## config.mk

```make
export PLATFORM = sky130hd
export DESIGN_NAME = uart_rx
export DESIGN_NICKNAME = d
export VERILOG_FILES = /design/src/rtl/uart_rx.sv
export SDC_FILE = /design/constraint.sdc
export NUM_CORES = 1
export LEC_CHECK = 0
export CAP_MARGIN = 20
export CORE_ASPECT_RATIO = 0.75
export CORE_UTILIZATION = 55
export DETAILED_ROUTE_END_ITERATION = 6
export PLACE_DENSITY = 0.75
export SLEW_MARGIN = 20
export SYNTH_ARGS = -nofsm -noshare
export SYNTH_HDL_FRONTEND = slang
export SYNTH_SLANG_ARGS = --single-unit
```

## constraint.sdc

```tcl
create_clock -name clk -period 4 [get_ports clk]
set_input_delay 0.8 -clock clk [delete_from_list [all_inputs] [get_ports clk]]
set_output_delay 0.8 -clock clk [all_outputs]
set_load 0.01 [all_outputs]
```

## src/rtl/uart_rx.sv

```systemverilog
// 8N1 serial receiver: synchronizes rx_in, assembles LSB-first frames and
// queues good bytes in a show-ahead FIFO, pulsing ack for each accepted byte.
module uart_rx #(
  parameter int CLKS_PER_BIT = 16,
  parameter int N            = 8,
  parameter int FIFO_DEPTH   = 4
) (
  input  logic         clk,
  input  logic         reset,
  input  logic         rx_in,
  input  logic         data_read,
  input  logic         err_clear,
  output logic [N-1:0] data_out,
  output logic         data_valid,
  output logic         ack,
  output logic         uart_busy,
  output logic         frame_error,
  output logic         overrun,
  output logic [2:0]   state_out
);

  localparam int BAUD_W = $clog2(CLKS_PER_BIT);
  localparam int BIT_W  = (N > 1) ? $clog2(N) : 1;
  localparam int PTR_W  = $clog2(FIFO_DEPTH);
  localparam int CNT_W  = PTR_W + 1;

  localparam logic [BAUD_W-1:0] HALF_LAST = BAUD_W'(CLKS_PER_BIT / 2 - 1);
  localparam logic [BAUD_W-1:0] FULL_LAST = BAUD_W'(CLKS_PER_BIT - 1);
  localparam logic [BIT_W-1:0]  LAST_BIT  = BIT_W'(N - 1);
  localparam logic [CNT_W-1:0]  DEPTH_C   = CNT_W'(FIFO_DEPTH);

  typedef enum logic [2:0] {
    IDLE      = 3'd0,
    START     = 3'd1,
    DATA      = 3'd2,
    STOP      = 3'd3,
    WAIT_IDLE = 3'd4
  } state_t;

  state_t              state_q, state_d;
  logic [1:0]          sync_q, sync_d;
  logic [BAUD_W-1:0]   baud_q, baud_d;
  logic [BIT_W-1:0]    bit_q, bit_d;
  logic [N-1:0]        shift_q, shift_d;
  logic [N-1:0]        mem_q [FIFO_DEPTH];
  logic [N-1:0]        mem_d [FIFO_DEPTH];
  logic [PTR_W-1:0]    wr_ptr_q, wr_ptr_d;
  logic [PTR_W-1:0]    rd_ptr_q, rd_ptr_d;
  logic [CNT_W-1:0]    count_q, count_d;
  logic                ack_q, ack_d;
  logic                frame_error_q, frame_error_d;
  logic                overrun_q, overrun_d;

  logic rx_s;
  logic push;
  logic pop;
  logic can_accept;

  assign rx_s = sync_q[1];

  always_comb begin
    sync_d        = {sync_q[0], rx_in};
    state_d       = state_q;
    baud_d        = baud_q;
    bit_d         = bit_q;
    shift_d       = shift_q;
    mem_d         = mem_q;
    push          = 1'b0;
    pop           = data_read && (count_q != '0);
    // A pop in the same cycle frees a slot even when the FIFO is full.
    can_accept    = (count_q < DEPTH_C) || pop;
    frame_error_d = err_clear ? 1'b0 : frame_error_q;
    overrun_d     = err_clear ? 1'b0 : overrun_q;

    case (state_q)
      IDLE: begin
        if (!rx_s) begin
          baud_d  = '0;
          state_d = START;
        end
      end
      START: begin
        if (baud_q == HALF_LAST) begin
          baud_d = '0;
          if (rx_s) begin
            state_d = IDLE;
          end else begin
            bit_d   = '0;
            state_d = DATA;
          end
        end else begin
          baud_d = baud_q + 1'b1;
        end
      end
      DATA: begin
        if (baud_q == FULL_LAST) begin
          baud_d  = '0;
          shift_d = {rx_s, shift_q[N-1:1]};
          if (bit_q == LAST_BIT) begin
            state_d = STOP;
          end else begin
            bit_d = bit_q + 1'b1;
          end
        end else begin
          baud_d = baud_q + 1'b1;
        end
      end
      STOP: begin
        if (baud_q == FULL_LAST) begin
          baud_d = '0;
          if (rx_s) begin
            state_d = IDLE;
            if (can_accept) begin
              push = 1'b1;
            end else begin
              overrun_d = 1'b1;
            end
          end else begin
            frame_error_d = 1'b1;
            state_d       = WAIT_IDLE;
          end
        end else begin
          baud_d = baud_q + 1'b1;
        end
      end
      WAIT_IDLE: begin
        if (rx_s) begin
          state_d = IDLE;
        end
      end
      default: begin
        state_d = IDLE;
      end
    endcase

    if (push) begin
      mem_d[wr_ptr_q] = shift_q;
    end
    wr_ptr_d = wr_ptr_q + PTR_W'(push);
    rd_ptr_d = rd_ptr_q + PTR_W'(pop);
    count_d  = count_q + CNT_W'(push) - CNT_W'(pop);
    ack_d    = push;
  end

  always_ff @(posedge clk) begin
    if (reset) begin
      state_q       <= IDLE;
      sync_q        <= 2'b11;
      baud_q        <= '0;
      bit_q         <= '0;
      shift_q       <= '0;
      mem_q         <= '{default: '0};
      wr_ptr_q      <= '0;
      rd_ptr_q      <= '0;
      count_q       <= '0;
      ack_q         <= 1'b0;
      frame_error_q <= 1'b0;
      overrun_q     <= 1'b0;
    end else begin
      state_q       <= state_d;
      sync_q        <= sync_d;
      baud_q        <= baud_d;
      bit_q         <= bit_d;
      shift_q       <= shift_d;
      mem_q         <= mem_d;
      wr_ptr_q      <= wr_ptr_d;
      rd_ptr_q      <= rd_ptr_d;
      count_q       <= count_d;
      ack_q         <= ack_d;
      frame_error_q <= frame_error_d;
      overrun_q     <= overrun_d;
    end
  end

  assign data_valid  = (count_q != '0);
  assign data_out    = data_valid ? mem_q[rd_ptr_q] : '0;
  assign ack         = ack_q;
  assign uart_busy   = (state_q != IDLE);
  assign frame_error = frame_error_q;
  assign overrun     = overrun_q;
  assign state_out   = state_q;

endmodule

```

==> results.yml <==
status:
  status: "completed"
drt:
  first_iter_violations: 178
  maxUsedRoutingLayer: "met4"
  first_pass_iters: 4
  wl_met1_um: 2953
  drc: 0
  wl_met3_um: 342
  dr_total_vias: 2337
  routed_via_density: 6.086
  postRouteWirelength_um: 6067
  ant_nets: 0
  wl_per_cell_um: 15.80
  dr_wl_met2_um: 2724
power:
  total_power_w: 0.001410
  p_per_area_nw_per_um2: 432.0
  p_leak_nw: 1.057
  irDropWorstVdd_mv: 0.2511
worst_setup_path:
  required_ns: 3.20
  critPathKind: "flip-flop to output port"
  crit_path_end_kind: "output port"
  worst-path-max-fanout: 10
  arrival_ns: 2.33
  crit_path_start_kind: "flip-flop"
die:
  die_h_um: 65.39
  num_rows: 22
  num_io_pins: 21
  dieArea_sq_um: 5657
  core_sq_um: 5010
  start_util_pct: 58.82
  die_w_um: 86.52
grt:
  antenna_found_initial: 0
  grt_pass1_vias: 2164
  grt_pass1_wl_um: 10300
  grt_usage_pct: 23.62
  grt_max_degree: 43
  grt-ovfl-total: 0
synth:
  syn_avg_cell_area_sq_um: 9.598
  yosys.cell_types.count: 43
  synth_top_area_share_pct: 42.12
  yosysSeqAreaShare_pct: 42.12
  synth_async_sr_flop_share_pct: 0
  synth_most_common_cell: "dfxtp_1"
  synth-edff-count: 0
  synthTopCellsByArea: "dfxtp_1 (42%), o31ai_1 (8.2%), nand4_1 (6.8%)"
  synth_top_area_cell: "dfxtp_1"
  ys_top_cells_by_count: "dfxtp_1 (62), a21oi_1 (36), nand4_1 (32), o31ai_1 (32), nor2_1 (28)"
  ys.flop_type: "dfxtp_1"
  synth_nets: 318
  yosys_warnings: 0
  synth.cell_area_sq_um: 2947
  synthCells: 307
  ys_ff_latch: 62
clock_network:
  cts_resized: 0
  insertion_delay_ns: 0.33
  cts_sinks: 62
  cts_setup_buffers: 0
  h-tree-depth: 3
  clk_pin_slew_worst_paths_ns: 0.07
  cts-root-buf: "clkbuf_8"
  clockBufferDepth: 2
  cts_hold_buf: 0
  cts_buffers: 9
  cts_tree: "done"
worst_hold_path:
  hp-class: "flip-flop to flip-flop"
timing:
  whs_ns: 0.4153
  layout_min_cycle_time_ns: 3.131
  hold_viol: 0
  fin_skew_ns: 0.008136
  tightest_slew_ns: 1.029
  finalSetupTns_ns: 0
  slew_viol_final: 0
  slew_headroom_pct: 31.32
  rsz0062_at_grt: "no"
  layout_worst_path_cycle_share_pct: 78.27
  clock.fmax_ghz: 0.3194
  setup_viol: 0
placed_design:
  port_buffers: 20
  place_area_sq_um: 3060
  dpl.hpwl_um: 3601
  gp_congestion: 0.8119
  placed_cells: 369
layout:
  diodes: 0
  final_cell_area_sq_um: 3264
  fin_nets: 319
  layout-drive-gt1-share_pct: 11.22
  final_cells: 384
  syn_to_final_growth_pct: 10.79
job:
  maxCapViolations: 0
==> kinds of logic after synthesis <==
kind of cell	Yosys count	share of synthesized area [%]
compound gates	80	17.66
mux	19	9.894
xor+xnor	7	2.081
fa+ha+maj	6	2.803
buf+inv	40	7.856
simple gates	93	17.58
flops	62	42.12
==> worst paths after layout <==
check / end / slack [ns] / startpoint / cells past startpoint
min: sync_q[1]$_SDFF_PP1_ / 0.42 / sync_q[0]$_SDFF_PP1_ / 1
max: data_out[1] / 0.87 / rd_ptr_q[0]$_SDFF_PP0_ / 3
max reg2reg: count_q[2]$_SDFF_PP0_ / 1.16 / baud_q[0]$_SDFFE_PP0P_ / 11
min reg2reg: sync_q[1]$_SDFF_PP1_ / 0.42 / sync_q[0]$_SDFF_PP1_ / 1
==> layer usage <==
layer  track usage [%]  up-vias
met5                 0        -
met4             7.917        0
met3             6.784        4
met2             35.81       78
met1             32.38     1116
li1                  -     1139
==> cells in the final DEF, fill, tap and decap left out, types with 2 or more instances in the layout <==
| cell | synthesis | final |
|---|---|---|
| nand2_1 | 4 | 4 |
| ha_1 | 5 | 5 |
| clkbuf_8 | 0 | 9 |
| dfxtp_1 | 62 | 62 |
| xnor2_1 | 4 | 4 |
| clkbuf_1 | 17 | 2 |
| mux2i_1 | 10 | 10 |
| clkdlybuf4s50_1 | 0 | 19 |
| nand3_1 | 3 | 3 |
| inv_1 | 5 | 5 |
| buf_4 | 0 | 4 |
| o31ai_1 | 32 | 32 |
| a22o_1 | 2 | 2 |
| and2_1 | 9 | 9 |
| nor2b_1 | 3 | 3 |
| mux4_2 | 8 | 8 |
| nand4_1 | 32 | 32 |
| a21oi_1 | 36 | 36 |
| or3_1 | 3 | 3 |
| or2_2 | 3 | 3 |
| bufinv_16 | 0 | 2 |
| nor2_1 | 28 | 28 |
| a2bb2oi_1 | 2 | 2 |
| xor2_1 | 3 | 3 |
==> report_power, final <==
part | switching [W] | internal (W)
Sequential | 0.0000451 | 0.000637
Clock | 0.000230 | 0.000347
Combinational | 0.0000719 | 0.0000791
==> worst max-delay path, stage by stage, from the launching register on <==
cell and delay, ns:
dfxtp_1 0.76, mux4_2 0.59, and2_1 0.18, clkdlybuf4s50_1 0.47
==> state kept, by name (all words and copies together) (netlist names), 2 cells and up <==
name,flops
baud_q,4
sync_q,2
mem_q,32
wr_ptr_q,2
state_out,3
bit_q,3
count_q,3
rd_ptr_q,2
shift_q,8
==> layout make-up <==
class,count,area (sq um)
multi-input combinational,205,1474
clock buffer,11,131.4
fill,409,1745
sequential,62,1241
tap,72,90.09
timing repair buffer,24,225.2
clock inverter,4,72.57
inverter,6,30.03
==> through the flow <==
step                setup slack (ns)  util (%)
floorplan                      1.177         -
CTS                           0.8075     65.16
global route                  0.7081     65.16
global placement              0.5792     61.09
detailed placement            0.5321     61.09
finish                        0.8692     65.16
Note: power is estimated with default switching activity, not from simulation.
